File: src/rtl/gate_lab_seq.sv
// gate_lab_seq: registered programmable logic channels behind a Tiny Tapeout pin set.
// Ops load serially into a shadow register and are committed atomically.
module gate_lab_seq #(
  parameter int CHANNELS  = 4,
  parameter int DIV_WIDTH = 8
) (
  input  logic       clk,
  input  logic       rst_n,
  input  logic       ena,
  input  logic [7:0] ui_in,
  input  logic [7:0] uio_in,
  output logic [7:0] uo_out,
  output logic [7:0] uio_out,
  output logic [7:0] uio_oe
);

  localparam int OW = 3 * CHANNELS;
  localparam logic [11:0] DEF_ALL = 12'b100_110_010_001;
  localparam logic [OW-1:0] DEF = DEF_ALL[OW-1:0];
  localparam logic [DIV_WIDTH-1:0] ONE = 1;

  logic [OW-1:0]        active;
  logic [OW-1:0]        shadow;
  logic [CHANNELS-1:0]  res;
  logic [CHANNELS-1:0]  rise;
  logic [CHANNELS-1:0]  nxt;
  logic                 pending;
  logic [DIV_WIDTH-1:0] div_cnt;
  logic [2:0]           sync1;
  logic [2:0]           sync2;
  logic [2:0]           sync_prev;
  logic                 shift_ev;
  logic                 commit_ev;

  function automatic logic op_eval(
    input logic [2:0] op,
    input logic       a,
    input logic       b
  );
    logic r;
    unique case (op)
      3'd0:    r = a & b;
      3'd1:    r = ~(a & b);
      3'd2:    r = a | b;
      3'd3:    r = ~(a | b);
      3'd4:    r = a ^ b;
      3'd5:    r = ~(a ^ b);
      3'd6:    r = ~a;
      default: r = a;
    endcase
    return r;
  endfunction

  always_comb begin
    nxt = '0;
    for (int c = 0; c < CHANNELS; c++) begin
      nxt[c] = op_eval(active[3*c +: 3],
                       ui_in[2*c], ui_in[2*c+1]);
    end
  end

  assign shift_ev  = sync2[1] & ~sync_prev[1];
  assign commit_ev = sync2[2] & ~sync_prev[2];

  always_ff @(posedge clk or negedge rst_n) begin
    if (!rst_n) begin
      active    <= DEF;
      shadow    <= DEF;
      res       <= '0;
      rise      <= '0;
      pending   <= 1'b0;
      div_cnt   <= '0;
      sync1     <= '0;
      sync2     <= '0;
      sync_prev <= '0;
    end else if (ena) begin
      sync1     <= uio_in[2:0];
      sync2     <= sync1;
      sync_prev <= sync2;
      res       <= nxt;
      rise      <= ~res & nxt;
      div_cnt   <= div_cnt + ONE;
      // commit reads shadow before any same-cycle shift lands
      if (commit_ev) active <= shadow;
      if (shift_ev) begin
        shadow  <= {sync2[0], shadow[OW-1:1]};
        pending <= 1'b1;
      end else if (commit_ev) begin
        pending <= 1'b0;
      end
    end
  end

  always_comb begin
    uo_out = '0;
    uo_out[CHANNELS-1:0]  = res;
    uo_out[4 +: CHANNELS] = rise;
  end

  assign uio_out = {div_cnt[DIV_WIDTH-1], pending, 6'b0};
  assign uio_oe  = 8'hF0;

  logic unused_pins;
  assign unused_pins = &{1'b0, uio_in[7:3], ui_in};

endmodule

File: config.mk
export PLATFORM = sky130hd
export DESIGN_NAME = gate_lab_seq
export DESIGN_NICKNAME = d
export VERILOG_FILES = /design/src/rtl/gate_lab_seq.sv
export SDC_FILE = /design/constraint.sdc
export NUM_CORES = 1
export LEC_CHECK = 0
export BUFFER_PORTS_ARGS = -buffer_cell sky130_fd_sc_hd__buf_2
export CORE_MARGIN = 4
export CORE_UTILIZATION = 45
export CTS_CLUSTER_DIAMETER = 120
export DETAILED_ROUTE_END_ITERATION = 8
export PLACE_DENSITY = 0.68
export SLEW_MARGIN = 20
export SYNTH_ARGS = -nofsm -noshare
export SYNTH_HDL_FRONTEND = slang
export SYNTH_SLANG_ARGS = --single-unit
export TNS_END_PERCENT = 5
File: constraint.sdc
create_clock -name clk -period 1.9 [get_ports clk]
set_input_delay 0.095 -clock clk [delete_from_list [all_inputs] [get_ports clk]]
set_output_delay 0.095 -clock clk [all_outputs]
set_load 0.05 [all_outputs]
==> run metrics, run 1 <==
crit path max fanout=2; WS Path Type=flop to flop; post-synthesis adder-cell area fraction=0.04970; Critical Path RT=between 2000 and 2500 ps; hold crit path type=input port to flop; Avg Vias per Cell=4.773; Clock Skew=5.823 ps; Worst setup EP type=flop; CTS tree=built; Synth Area in Simple Gates=0.03755; ANT cells=0; number of DRC markers in iteration 0=between 40 and 50; placed inst area=0.002399 mm2; residual DRC count=0; synth warn=0; clk root buf=clkbuf_8; # Max-Cap Violations=0; RSZ-0062 raised after global routing=false; # IOs=43; Critical Path AT=between 1500 and 2000 ps; vias in the first global route=1346; Reg-to-Reg End=res[2]; largest stage delay on the critical path=550 ps; ANT nets after route=0; Synth cell types=20; Detailed Place HPWL=2610 um; Inserted Clock Buffers=5; Port Buffers=23; Peak Freq=slightly above 600 MHz; Worst R2R Setup Slack=300 ps; FF+latch count, synth=49; Finished Layout Cells=260; final net count=220; Total Wirelength=between 3000 and 4000 um; first-pass GRT wire length=6230 um; grt total ovfl=0; Worst-path clk slew=~80 ps; P_leak=1.222 nW; setup TNS=0 ps; ratio of cells with drive above 1 in the final layout=0.4301; CP max stage cell=dfstp_2; Die Footprint=approximately 0.0062 mm2; sequential share of the synthesized area=0.5467; fin crit share=0.8437; Worst R2R Start=active[7]; worst setup path start=active[7]; Worst Tran Pin Value=667.9 ps; Initial Util=0.4735; pin count of the biggest net entering global routing=50; maximum buffer depth of the clock tree=2; status=complete, no violations; cell chain of the critical path=mux4_2 > xor2_1 > mux2_2; post-synthesis compound-gate area fraction=0.01877; worst skew pair latency=290 ps; final setup vio count=0; num rows=25; VDD IR max=853.7 uV; final-layout fill cell count=439; final count of hold timing violations=0; Setup crit start kind=flop; crit path time final=1603 ps; Cell Area, Synth=0.002266 mm2; P&R area growth vs syn=9.829%; fraction of synthesized area in multiplexers=0.2187; CTS H-tree lvls=2; synthesized area per cell=13.57 um2; Die Ht=78.96 um; Final Wtd Congestion=0.7070; commonest non-fill, non-tap cell in the layout=dfrtp_1; Slew HR=0.5534; Inst Count DP=about 250; CTS sink cnt=~50; crit path capture=res[2]; core area=0.004786 mm2; GRT Total Usage=0.1290; P per Cell Area=1355 mW/mm2; via count=1241; fin area=0.002489 mm2; initial antenna violation count=0; reg2reg path depth=3; Final Slew Violations=0; most frequent cells in the layout=dfrtp_1 (39), mux2_2 (36), buf_2 (23), conb_1 (14), inv_1 (13); Post-Syn Instances=167; Synth Area in XOR/XNOR=0.04252; Die Wd=about 79 um; largest family of logic cells by synthesized area=multiplexers; drt wl/cell=13.84 um; first drt pass iteration count=4
## report_power, final
part	internal [W]	switching, W
clock	0.000262	0.000314
combinational	0.000483	0.000605
sequential	0.00146	0.000249
total	0.00220	0.00117
## through the flow
step                setup WS (ps)    util  hold slack [ps]  power, W
CTS                         283.5  0.5200            22.63  0.003430
global placement            339.8  0.5012            93.89  0.002759
floorplan                   362.5       -           -200.6  0.002583
detailed placement          295.3  0.5012            100.2  0.002841
global route                255.5  0.5200            35.80  0.003600
finish                      297.0  0.5200            34.53  0.003372
## how the worst min path moves through the flow
| stage | slack (ps) | start | to | cells after the start |
|---|---|---|---|---|
| 2_1_floorplan | -200 | rst_n | active[10] | 0 |
| 4_1_cts | 20 | uio_in[1] | sync1[1] | 2 |
| 3_5_place_dp | 100 | rst_n | div_cnt[1] | 2 |
| 5_1_grt | 40 | uio_in[1] | sync1[1] | 2 |
| 6_report | 30 | uio_in[1] | sync1[1] | 2 |
| 3_3_place_gp | 90 | rst_n | rise[0] | 2 |
## cell families (layout without fill, tap and decap cells)
kind of cell	Yosys count	after routing
AO/OA/AOI/OAI	5	5
XOR/XNOR	11	11
adder cells (fa/ha/maj)	9	9
buffers and inverters	33	47
flip-flops	49	49
multiplexers	40	40
other	2	14
AND/OR/NAND/NOR	18	18
## synth_stat cells (all sizes together)
cell type | count | area [um2]
ha | 9 | 112.6
a21oi | 1 | 5.000
xnor2 | 5 | 43.79
mux4 | 4 | 90.09
inv | 13 | 48.80
xor2 | 6 | 52.55
nor2 | 6 | 22.52
buf | 20 | 138.9
dfrtp | 39 | 975.9
a22o | 3 | 30.03
dfstp | 10 | 262.8
nand2 | 6 | 22.52
and3 | 1 | 6.260
conb | 2 | 7.510
o31ai | 1 | 7.510
nand4 | 3 | 18.77
mux2 | 36 | 405.4
nand3b | 2 | 15.01
## area by class of cell
class,count,area (um2),area share
multi-input cells,97,884.6,0.3555
flip-flops and latches,49,1239,0.4977
inverters,13,48.80,0.01961
well taps,67,83.83,0.03369
clock buffers,8,80.08,0.03218
repair buffers,26,152.6,0.06134
## registers in the layout (all words and copies together) (netlist names)
name,flops
div_cnt,8
rise,4
sync2,3
pending,1
res,4
shadow,12
sync1,3
sync_prev,2
active,12
## routing by layer
| layer | GRT usage | wire, um |
|---|---|---|
| met5 | 0 | 0 |
| met2 | 0.2273 | 1914 |
| met1 | 0.1491 | 1423 |
| met4 | 0.03608 | 36 |
| met3 | 0.04308 | 225 |
## repair_timing
action | CTS | global route
endpoints found under the setup margin | 0 | 0
hold buffers | 1 | 0
gates resized for setup | 0 | 0
endpoints found under the hold margin | 39 | 0
setup buffers | 0 | 0
## worst max-delay path, delay by kind of cell (launching register included)
family	cells	cell delay, ps
mux	2	780
flops	1	550
xor+xnor	1	170
(Power assumes the default switching activity.)
==> inputs of run 2 (changes only) <==
--- a/config.mk
+++ b/config.mk
@@ -5,12 +5,13 @@
 export SDC_FILE = /design/constraint.sdc
 export NUM_CORES = 1
 export LEC_CHECK = 0
+export ABC_AREA = 1
 export BUFFER_PORTS_ARGS = -buffer_cell sky130_fd_sc_hd__buf_2
 export CORE_MARGIN = 4
 export CORE_UTILIZATION = 45
 export CTS_CLUSTER_DIAMETER = 120
 export DETAILED_ROUTE_END_ITERATION = 8
-export PLACE_DENSITY = 0.68
+export PLACE_DENSITY = 0.7
 export SLEW_MARGIN = 20
 export SYNTH_ARGS = -nofsm -noshare
 export SYNTH_HDL_FRONTEND = slang
==> constraint.sdc (replaced) <==
create_clock -name clk -period 1.35 [get_ports clk]
set_input_delay 0.0675 -clock clk [delete_from_list [all_inputs] [get_ports clk]]
set_output_delay 0.0675 -clock clk [all_outputs]
set_load 0.05 [all_outputs]
==> run 2 against run 1 <==
Net effect: cell count is 51% higher; core utilization is 0.64 points higher; via count is 46% higher; non-clock buffer count is 6 higher; worst hold slack better by 130 ps; register-to-register slack worse by 140 ps; routed wire length is 13% higher; sequential cell count stayed put; area after synthesis is 8.6% higher; sequential share of layout area is 4.6 points lower; global-route usage is 1.2 points higher; synthesized cell count is 76% higher; critical endpoint is now res[1]; largest cell class unchanged.
==> run metrics, run 2 <==
hold crit path type=input port to flop; Post-Syn Instances=about 290; final-layout fill cell count=~510; CTS H-tree lvls=2; Critical Path AT=1360 ps; Finished Layout Cells=just under 400; Die Ht=81.94 um; # IOs=43; Clock Skew=7.134 ps; Top Layer Used=met4; Yosys top cell by area=dfrtp_1; Critical Path RT=1520 ps; Die Wd=81.94 um; Setup crit start kind=flop; CTS sink cnt=49; crit path max fanout=4; Avg Vias per Cell=4.603; Synth top cells by count=nand2_1 (86), inv_1 (45), dfrtp_1 (39); Synth area leaders=dfrtp_1 (40%), nand2_1 (13%), dfstp_2 (11%); FF+latch count, synth=49; Die Footprint=roughly 0.0067 mm2; Worst R2R Start=active[4]; Worst-path clk slew=80 ps; Port Buffers=23; Final Slew Violations=0; Synth cell types=23; worst skew pair latency=290 ps; num rows=26; Inserted Clock Buffers=5; fin area=0.002740 mm2; Peak Freq=roughly 840 MHz; synthesized area per cell=8.367 um2; final setup vio count=0; M1 WL=1871 um; pin count of the biggest net entering global routing=50; RSZ-0062 raised after global routing=false; first drt pass iteration count=4; Worst R2R Setup Slack=approximately 160 ps; clk root buf=clkbuf_8; reg2reg path depth=7; VDD IR max=1235 uV; ANT nets after route=0; core area=0.005205 mm2; via count=between 1.5k and 2k; vias in the first global route=roughly 1.7k; Setup WS pre-CTS=approximately 170 ps; post-CTS resize count=0; Final Wtd Congestion=0.7918; count leader, synth=nand2_1; final worst setup slack=around 160 ps; WS Path Type=flop to flop; Initial Util=0.4726; # Max-Cap Violations=0; status=complete, no violations; fin crit share=0.8816; GRT Total Usage=0.1413; initial antenna violation count=0; ratio of cells with drive above 1 in the final layout=0.1517; drt wl/cell=10.31 um; Largest regs=active: 12 flops, shadow: 12 flops, div_cnt: 8 flops; Detailed Place HPWL=slightly below 3000 um; number of DRC markers in iteration 0=91; ANT cells=0; P per Cell Area=1985 mW/mm2; commonest non-fill, non-tap cell in the layout=nand2_1; EDFF count, synth=0; hold wc startpoint=ena; Hold Path Depth=3; dominant synthesized flop cell=dfrtp_1; most frequent cells in the layout=nand2_1 (86), inv_1 (45), dfrtp_1 (39), nand3_1 (27), o21ai_0 (26); maximum buffer depth of the clock tree=2; final count of hold timing violations=0; Inst Count DP=381; sequential share of the synthesized area=0.5036; DR WL met2=1845 um; grt total ovfl=0; final net count=350; P_leak=1.460 nW; crit path time final=1190 ps; P&R area growth vs syn=11.39%; Async SR Flop Fraction=1.000; WHS Endpoint=sync2[2]; first-pass GRT wire length=7327 um; number of setup buffers added after CTS=0; Reg-to-Reg End=res[1]; hold-fix buffers at CTS=4; Synth top area share=0.3967; DR WL met3=246 um; placed inst area=0.002610 mm2; synth warn=0; Cell Area, Synth=0.002460 mm2; Total Wirelength=a little over 4000 um; setup TNS=0 ps; CTS tree=built; residual DRC count=0; Worst setup EP type=flop
==> run 2: power breakdown <==
group          internal (W)  switching (W)
registers           0.00215       0.000395
logic              0.000633        0.00141
clock network      0.000418       0.000434
==> run 2: layout make-up <==
type / count / area, um2 / area share
inverters: 46 / 172.7 / 0.06301
multi-input cells: 188 / 933.4 / 0.3406
flip-flops and latches: 49 / 1239 / 0.4521
well taps: 70 / 87.58 / 0.03196
clock buffers: 8 / 90.09 / 0.03288
repair buffers: 32 / 217.7 / 0.07945
==> run 2: kinds of logic after synthesis <==
family | after synthesis | share of synthesized area
flip-flops | 49 | 0.5036
other | 2 | 0.003053
multiplexers | 1 | 0.004577
adder cells (fa/ha/maj) | 9 | 0.04578
XOR/XNOR | 6 | 0.02136
AND/OR/NAND/NOR | 127 | 0.2233
buffers and inverters | 69 | 0.1353
AO/OA/AOI/OAI | 31 | 0.06307
==> run 2: routing by layer <==
layer / GRT usage / vias to the layer above
met4: 0.05482 / 0
met5: 0 / -
met2: 0.2278 / 53
met3: 0.04167 / 10
met1: 0.1782 / 815
li1: - / 931
==> run 2: how the worst max path moves through the flow <==
stage	cells after the start	startpoint	slack (ps)	to
global route	7	active[4]	40	res[1]
CTS	6	div_cnt[0]	160	div_cnt[6]
detailed placement	6	div_cnt[0]	170	div_cnt[6]
global placement	6	div_cnt[0]	210	div_cnt[6]
finish	7	active[4]	160	res[1]
floorplan	6	div_cnt[0]	260	div_cnt[6]
==> run 2: per-stage QoR <==
| step | utilization | total power (W) | hold slack [ps] |
|---|---|---|---|
| after global placement | 0.5014 | 0.004533 | 70.09 |
| after global routing | 0.5264 | 0.005935 | 162.2 |
| final | 0.5264 | 0.005439 | 163.1 |
| after CTS | 0.5264 | 0.005515 | 152.4 |
| after detailed placement | 0.5014 | 0.004623 | 75.41 |
| after floorplan | - | 0.004176 | -228.1 |
==> run 2: critical path, cell delays in order, from the launching register on <==
cell and delay [ps]:
dfstp_2 560, inv_1 80, nand2_1 90, nand2_1 50, nand2_1 50, nand3_1 80
nand3_1 70, o21ai_0 80
